### config.mk
export PLATFORM = sky130hd
export DESIGN_NAME = fifo_skid_v2
export DESIGN_NICKNAME = d
export VERILOG_FILES = /design/src/rtl/fifo_pkg.sv /design/src/rtl/sdp_ram.sv /design/src/rtl/fifo_skid_v2.sv
export SDC_FILE = /design/constraint.sdc
export NUM_CORES = 1
export LEC_CHECK = 0
export CAP_MARGIN = 20
export CORE_AREA = 2 2 307 309
export CTS_CLUSTER_SIZE = 10
export DETAILED_ROUTE_END_ITERATION = 12
export DIE_AREA = 0 0 309 311
export GPL_ROUTABILITY_DRIVEN = 0
export PLACE_DENSITY_LB_ADDON = 0.15
export RECOVER_POWER = 25
export SETUP_SLACK_MARGIN = 0.15
export SLEW_MARGIN = 20
export SYNTH_ARGS = -nofsm -noshare
export SYNTH_HDL_FRONTEND = slang
export SYNTH_SLANG_ARGS = --single-unit
### constraint.sdc
create_clock -name clkIn -period 4 [get_ports clkIn]
set_clock_uncertainty 0.05 [all_clocks]
set_input_delay 0.6 -clock clkIn [delete_from_list [all_inputs] [get_ports clkIn]]
set_output_delay 0.6 -clock clkIn [all_outputs]
set_load 0.01 [all_outputs]
### src/rtl/fifo_pkg.sv
// Shared constants and the pointer/level width helper for the skid-margin FIFO.
package fifo_pkg;
  localparam int DEF_DATA_WIDTH   = 32;
  localparam int DEF_FIFO_DEPTH   = 32;
  localparam int DEF_FIFO_SKID    = 4;
  localparam int DEF_AFULL_MARGIN = 8;

  // One extra bit so a full RAM is distinguishable from an empty one.
  function automatic int lvl_width(input int depth);
    return $clog2(depth) + 1;
  endfunction
endpackage

### src/rtl/sdp_ram.sv
// Simple dual-port storage: one write port, one synchronous read port.
module sdp_ram #(
  parameter int DATA_WIDTH = 32,
  parameter int DEPTH      = 32,
  parameter int ADDR_WIDTH = $clog2(DEPTH)
) (
  input  logic                  clk,
  input  logic                  wr_en,
  input  logic [ADDR_WIDTH-1:0] wr_addr,
  input  logic [DATA_WIDTH-1:0] wr_data,
  input  logic                  rd_en,
  input  logic [ADDR_WIDTH-1:0] rd_addr,
  output logic [DATA_WIDTH-1:0] rd_data
);
  logic [DATA_WIDTH-1:0] mem [DEPTH];

  always_ff @(posedge clk) begin
    if (wr_en) mem[wr_addr] <= wr_data;
    if (rd_en) rd_data <= mem[rd_addr];
  end
endmodule

### src/rtl/fifo_skid_v2.sv
// FWFT FIFO with skid-margin ready, sticky overflow and synchronous flush.
// The RAM read register holds the head word; head validity is tracked here.
module fifo_skid_v2 import fifo_pkg::*; #(
  parameter int DATA_WIDTH  = DEF_DATA_WIDTH,
  parameter int FIFO_DEPTH  = DEF_FIFO_DEPTH,
  parameter int FIFO_SKID   = DEF_FIFO_SKID,
  parameter int AFULL_LEVEL = FIFO_DEPTH - DEF_AFULL_MARGIN
) (
  input  logic                        clkIn,
  input  logic                        rstNIn,
  input  logic [DATA_WIDTH-1:0]       wrDataIn,
  input  logic                        wrValidIn,
  output logic                        wrReadyOut,
  output logic [DATA_WIDTH-1:0]       rdDataOut,
  output logic                        rdValidOut,
  input  logic                        rdReadyIn,
  input  logic                        flushIn,
  output logic [$clog2(FIFO_DEPTH):0] levelOut,
  output logic                        almostFullOut,
  output logic                        overflowOut
);
  localparam int LW = lvl_width(FIFO_DEPTH);
  localparam int AW = $clog2(FIFO_DEPTH);
  localparam logic [LW-1:0] DEPTH_L = LW'(FIFO_DEPTH);
  localparam logic [LW-1:0] SKID_L  = LW'(FIFO_SKID);
  localparam logic [LW-1:0] AFULL_L = LW'(AFULL_LEVEL);

  logic [LW-1:0] wr_ptr, rd_ptr, ram_cnt, level_nxt;
  logic          rd_fire, wr_fire, wr_drop, fetch;

  // ram_cnt counts words still in RAM, i.e. not yet loaded into the head.
  assign ram_cnt = wr_ptr - rd_ptr;
  assign rd_fire = rdValidOut & rdReadyIn;
  assign wr_fire = wrValidIn & ~flushIn & (levelOut < DEPTH_L);
  assign wr_drop = wrValidIn & ~flushIn & (levelOut == DEPTH_L);
  assign fetch   = ~flushIn & (ram_cnt != '0) & (~rdValidOut | rdReadyIn);

  always_comb begin
    level_nxt = levelOut;
    if (flushIn)                level_nxt = '0;
    else if (wr_fire & ~rd_fire) level_nxt = levelOut + 1'b1;
    else if (~wr_fire & rd_fire) level_nxt = levelOut - 1'b1;
  end

  always_ff @(posedge clkIn or negedge rstNIn) begin
    if (!rstNIn) begin
      wr_ptr        <= '0;
      rd_ptr        <= '0;
      levelOut      <= '0;
      rdValidOut    <= 1'b0;
      wrReadyOut    <= 1'b0;
      almostFullOut <= 1'b0;
      overflowOut   <= 1'b0;
    end else begin
      if (flushIn) begin
        wr_ptr      <= '0;
        rd_ptr      <= '0;
        rdValidOut  <= 1'b0;
        overflowOut <= 1'b0;
      end else begin
        if (wr_fire) wr_ptr <= wr_ptr + 1'b1;
        if (fetch)   rd_ptr <= rd_ptr + 1'b1;
        rdValidOut <= fetch | (rdValidOut & ~rdReadyIn);
        if (wr_drop) overflowOut <= 1'b1;
      end
      levelOut      <= level_nxt;
      wrReadyOut    <= (DEPTH_L - level_nxt) > SKID_L;
      almostFullOut <= level_nxt >= AFULL_L;
    end
  end

  sdp_ram #(
    .DATA_WIDTH(DATA_WIDTH),
    .DEPTH     (FIFO_DEPTH)
  ) u_ram (
    .clk    (clkIn),
    .wr_en  (wr_fire),
    .wr_addr(wr_ptr[AW-1:0]),
    .wr_data(wrDataIn),
    .rd_en  (fetch),
    .rd_addr(rd_ptr[AW-1:0]),
    .rd_data(rdDataOut)
  );
endmodule

==> qor.tcl <==
set qor(cts_max_level) 3
set qor(maxSlewHeadroom_pct) 0.06849
set qor(timing.setup.tns_ps) 0
set qor(synthesis.nets) 1799
set qor(p_per_area_nw_per_um2) 575.6
set qor(grt_pass1_wl_mm) 142.6
set qor(synth_enable_flop_cells) 1056
set qor(clock_path_buffers) 3
set qor(numClockSinks) 1078
set qor(critical_path_cell_count) 5
set qor(worst-path-buf-inv) 1
set qor(slowest_delay_ps) 710
set qor(clk_transition_reported_paths_ps) 60
set qor(synth.yosys.warnings) 0
set qor(async_reset_ff_share_pct) 2.041
set qor(drt_first_pass_iters) 5
set qor(synth_seq_cells) 1078
set qor(grt_use_met1_pct) 30.47
set qor(result_of_the_run) {finished with violations}
set qor(netlist-cell-type-count) 49
set qor(instances_no_fill) 3228
set qor(slew_viol_final) 0
set qor(max_cap_viol_count) 2
set qor(synth_top_area_cell) {edfxtp_1}
set qor(report.final.hold_viol_count) 0
set qor(drt_wl_total_mm) 99.04
set qor(die_x_um) 309
set qor(worst_ir_drop_vdd_mv) 0.3921
set qor(hpwl_mm) 53.42
set qor(fp.dieH_um) 311
set qor(post-route-period-util_pct) 74.55
set qor(top_usage_layer) {met2}
set qor(ff2ff_path_depth) 5
set qor(finish.utilization_pct) 51.32
set qor(dp_cells) 3068
set qor(final_number_of_setup_violating_endpoints) 0
set qor(final_nets) 1986
set qor(worst-endpoint-required_ps) 4380
set qor(layout.area.seq_um2) 32270
set qor(drive_above_1_share_pct) 28.48
set qor(endpoint_kind) {register}
set qor(regToRegSetupSlack_ps) 1020
set qor(grt_pass1_vias) 19790
set qor(worst_r2r_endpoint) {u_ram.rd_data[10]}
set qor(synth.top_cells.by_area) {edfxtp_1 77%, mux4_2 17%, dfrtp_1 1.3%}
set qor(worstReg2RegStart) {rd_ptr[0]}
set qor(tritoncts.num_buffers) 119
set qor(fmax_ghz) 0.3354
set qor(syn_area_um2) 41410
set qor(average_detailed_routed_wire_length_per_instance_um) 30.68
set qor(synth_flop_cell) {edfxtp_1}
set qor(clk-insertion-delay-late_ps) 690
set qor(initialDrtViolationCount) 2011
set qor(gr-total-overflow) 0
set qor(failed_checks) {max-capacitance violations}
set qor(detail-route-antenna-nets) 0
set qor(port_buffers) 78
set qor(criticalPathCategory) {register to register}
set qor(clock_tree.root_cell) {clkbuf_16}
set qor(synth_cells) 1750
set qor(synth.yosys.seq_area_share_pct) 77.91
set qor(cp_max_fo) 65
set qor(initial_core_util_pct) 44.64
set qor(grt_use_met3_pct) 4.121
set qor(grt_start_max_net_pins) 82
set qor(design.die.area_um2) 96100
set qor(core_area_um2) 92770
set qor(postCtsSetupBuffers) 0
set qor(start_kind) {register}
set qor(synth_top_area_share_pct) 76.58
set qor(tritoncts) {yes}
set qor(footprint_of_the_multi_input_gates_um2) 8783
set qor(grt.total_usage_pct) 21.00
set qor(rsz0062_at_grt) {no}
set qor(max_slew.worst_pin.slew_ps) 1499
set qor(fp-row-count) 112
set qor(area_growth_from_synthesis_to_final_layout_pct) 14.97
set qor(period_needed_ps) 2982
set qor(worstHoldPathType) {input port to asynchronous set/reset pin}
set qor(fillCellCount) 7315
set qor(dr_total_vias) 18880
set qor(grt_antenna_before_repair) 6
set qor(syn_area_per_cell_um2) 23.66
set qor(io-pin-count) 79
set qor(p_leak_nw) 14.59
set qor(most-common-layout-cells) {1056 x edfxtp_1, 320 x mux4_2, 119 x clkbuf_16}
set qor(critical_path.top_delay_family) {multiplexers}
set qor(post-route-drc-count) 0
set qor(critical_path.slowest_cell) {dfrtp_4}
set qor(layout.cells.most_common) {edfxtp_1}
set qor(arrival_ps) 3360
set qor(crit_path_cell_trace) {buf_12 -> mux4_2 -> mux4_2 -> nand2_1 -> nand2_1}
set qor(grt_use_met2_pct) 32.34
set qor(route.detailed.vias_per_inst) 5.849
report_power, final:
| group | internal [mW] | switching (mW) |
|---|---|---|
| clock network | 5.36 | 4.06 |
| logic | 2.67 | 2.41 |
| registers | 12.7 | 0.215 |
| total | 20.7 | 6.68 |
per-stage QoR:
step | hold WS [ps] | setup WS (ps) | power, mW | instance area, um2
2_1_floorplan | 254.4 | 614.9 | 16.75 | 41410
4_1_cts | 388.3 | 964.9 | 27.76 | 47690
5_1_grt | 407.7 | 860.7 | 28.43 | 47610
6_report | 383.3 | 1018 | 27.40 | 47610
3_5_place_dp | 456.4 | 953.5 | 18.34 | 44480
3_3_place_gp | 436.5 | 932.6 | 18.34 | 44460
timing repair:
| action | 4_1_cts | 5_1_grt |
|---|---|---|
| endpoints found under the setup margin | 0 | 0 |
| hold buffers | 0 | 1 |
| resized for setup | 0 | 0 |
| endpoints found under the hold margin | 0 | 22 |
final cells by class:
cell class	count	share of cell area, %
Clock inverter	7	0.2024
Clock buffer	150	6.541
Sequential cell	1078	67.79
Inverter	12	0.1051
Tap cell	1254	3.296
Multi-Input combinational cell	575	18.45
Antenna cell	1	0.005256
Timing Repair Buffer	151	3.614
cell families after synthesis:
group / count (synthesis) / synth area share (%)
mux: 323 / 17.48
simple gates: 199 / 2.058
fa+ha+maj: 12 / 0.3626
flops: 1078 / 77.91
compound gates: 29 / 0.4623
buf+inv: 97 / 1.481
xor+xnor: 12 / 0.2538
state kept, by name, indices dropped and copies added (netlist names):
register,count
levelOut,6
wrReadyOut,1
rd_ptr,6
wr_ptr,6
u_ram.rd_data,32
u_ram.mem,1024
rdValidOut,1
overflowOut,1
almostFullOut,1
cells in the mapped netlist (2+ instances only):
cell type       count
nor2b_1             2
a21boi_0            2
nor3b_1             2
clkinv_1            2
xnor2_1             5
or3_1               3
ha_1               12
xor2_1              7
nand3b_1            3
and3_1              4
nand2b_1            3
buf_2               8
a21o_1              2
edfxtp_1         1056
nand2_1           110
buf_1               8
or3b_2              2
nand3_1             4
a21oi_1             6
nor3_1              4
o21ai_0             5
dlymetal6s2s_1      2
o211ai_1            5
inv_1              10
dfrtp_1            22
nor2_1             53
buf_6              26
mux4_2            320
clkbuf_1           36
nand4_1             3
mux2i_1             3
buf_4               3
worst max-delay path by stage:
stage / start / endpoint / slack, ps
finish: rd_ptr[0] / u_ram.rd_data[10] / 1020
detailed placement: wrValidIn / u_ram.mem[7][12] / 950
global placement: wrValidIn / u_ram.mem[7][10] / 930
floorplan: rd_ptr[1] / u_ram.rd_data[0] / 610
global route: rd_ptr[0] / u_ram.rd_data[10] / 860
CTS: rd_ptr[0] / u_ram.rd_data[10] / 960
layer usage:
metal  up-vias  wire [um]
met1     10330      43050
met2       629      46680
li1       7739          -
met5         -         37
met3       174       6276
met4         6       2992
Power figures use the tool's default switching activity.
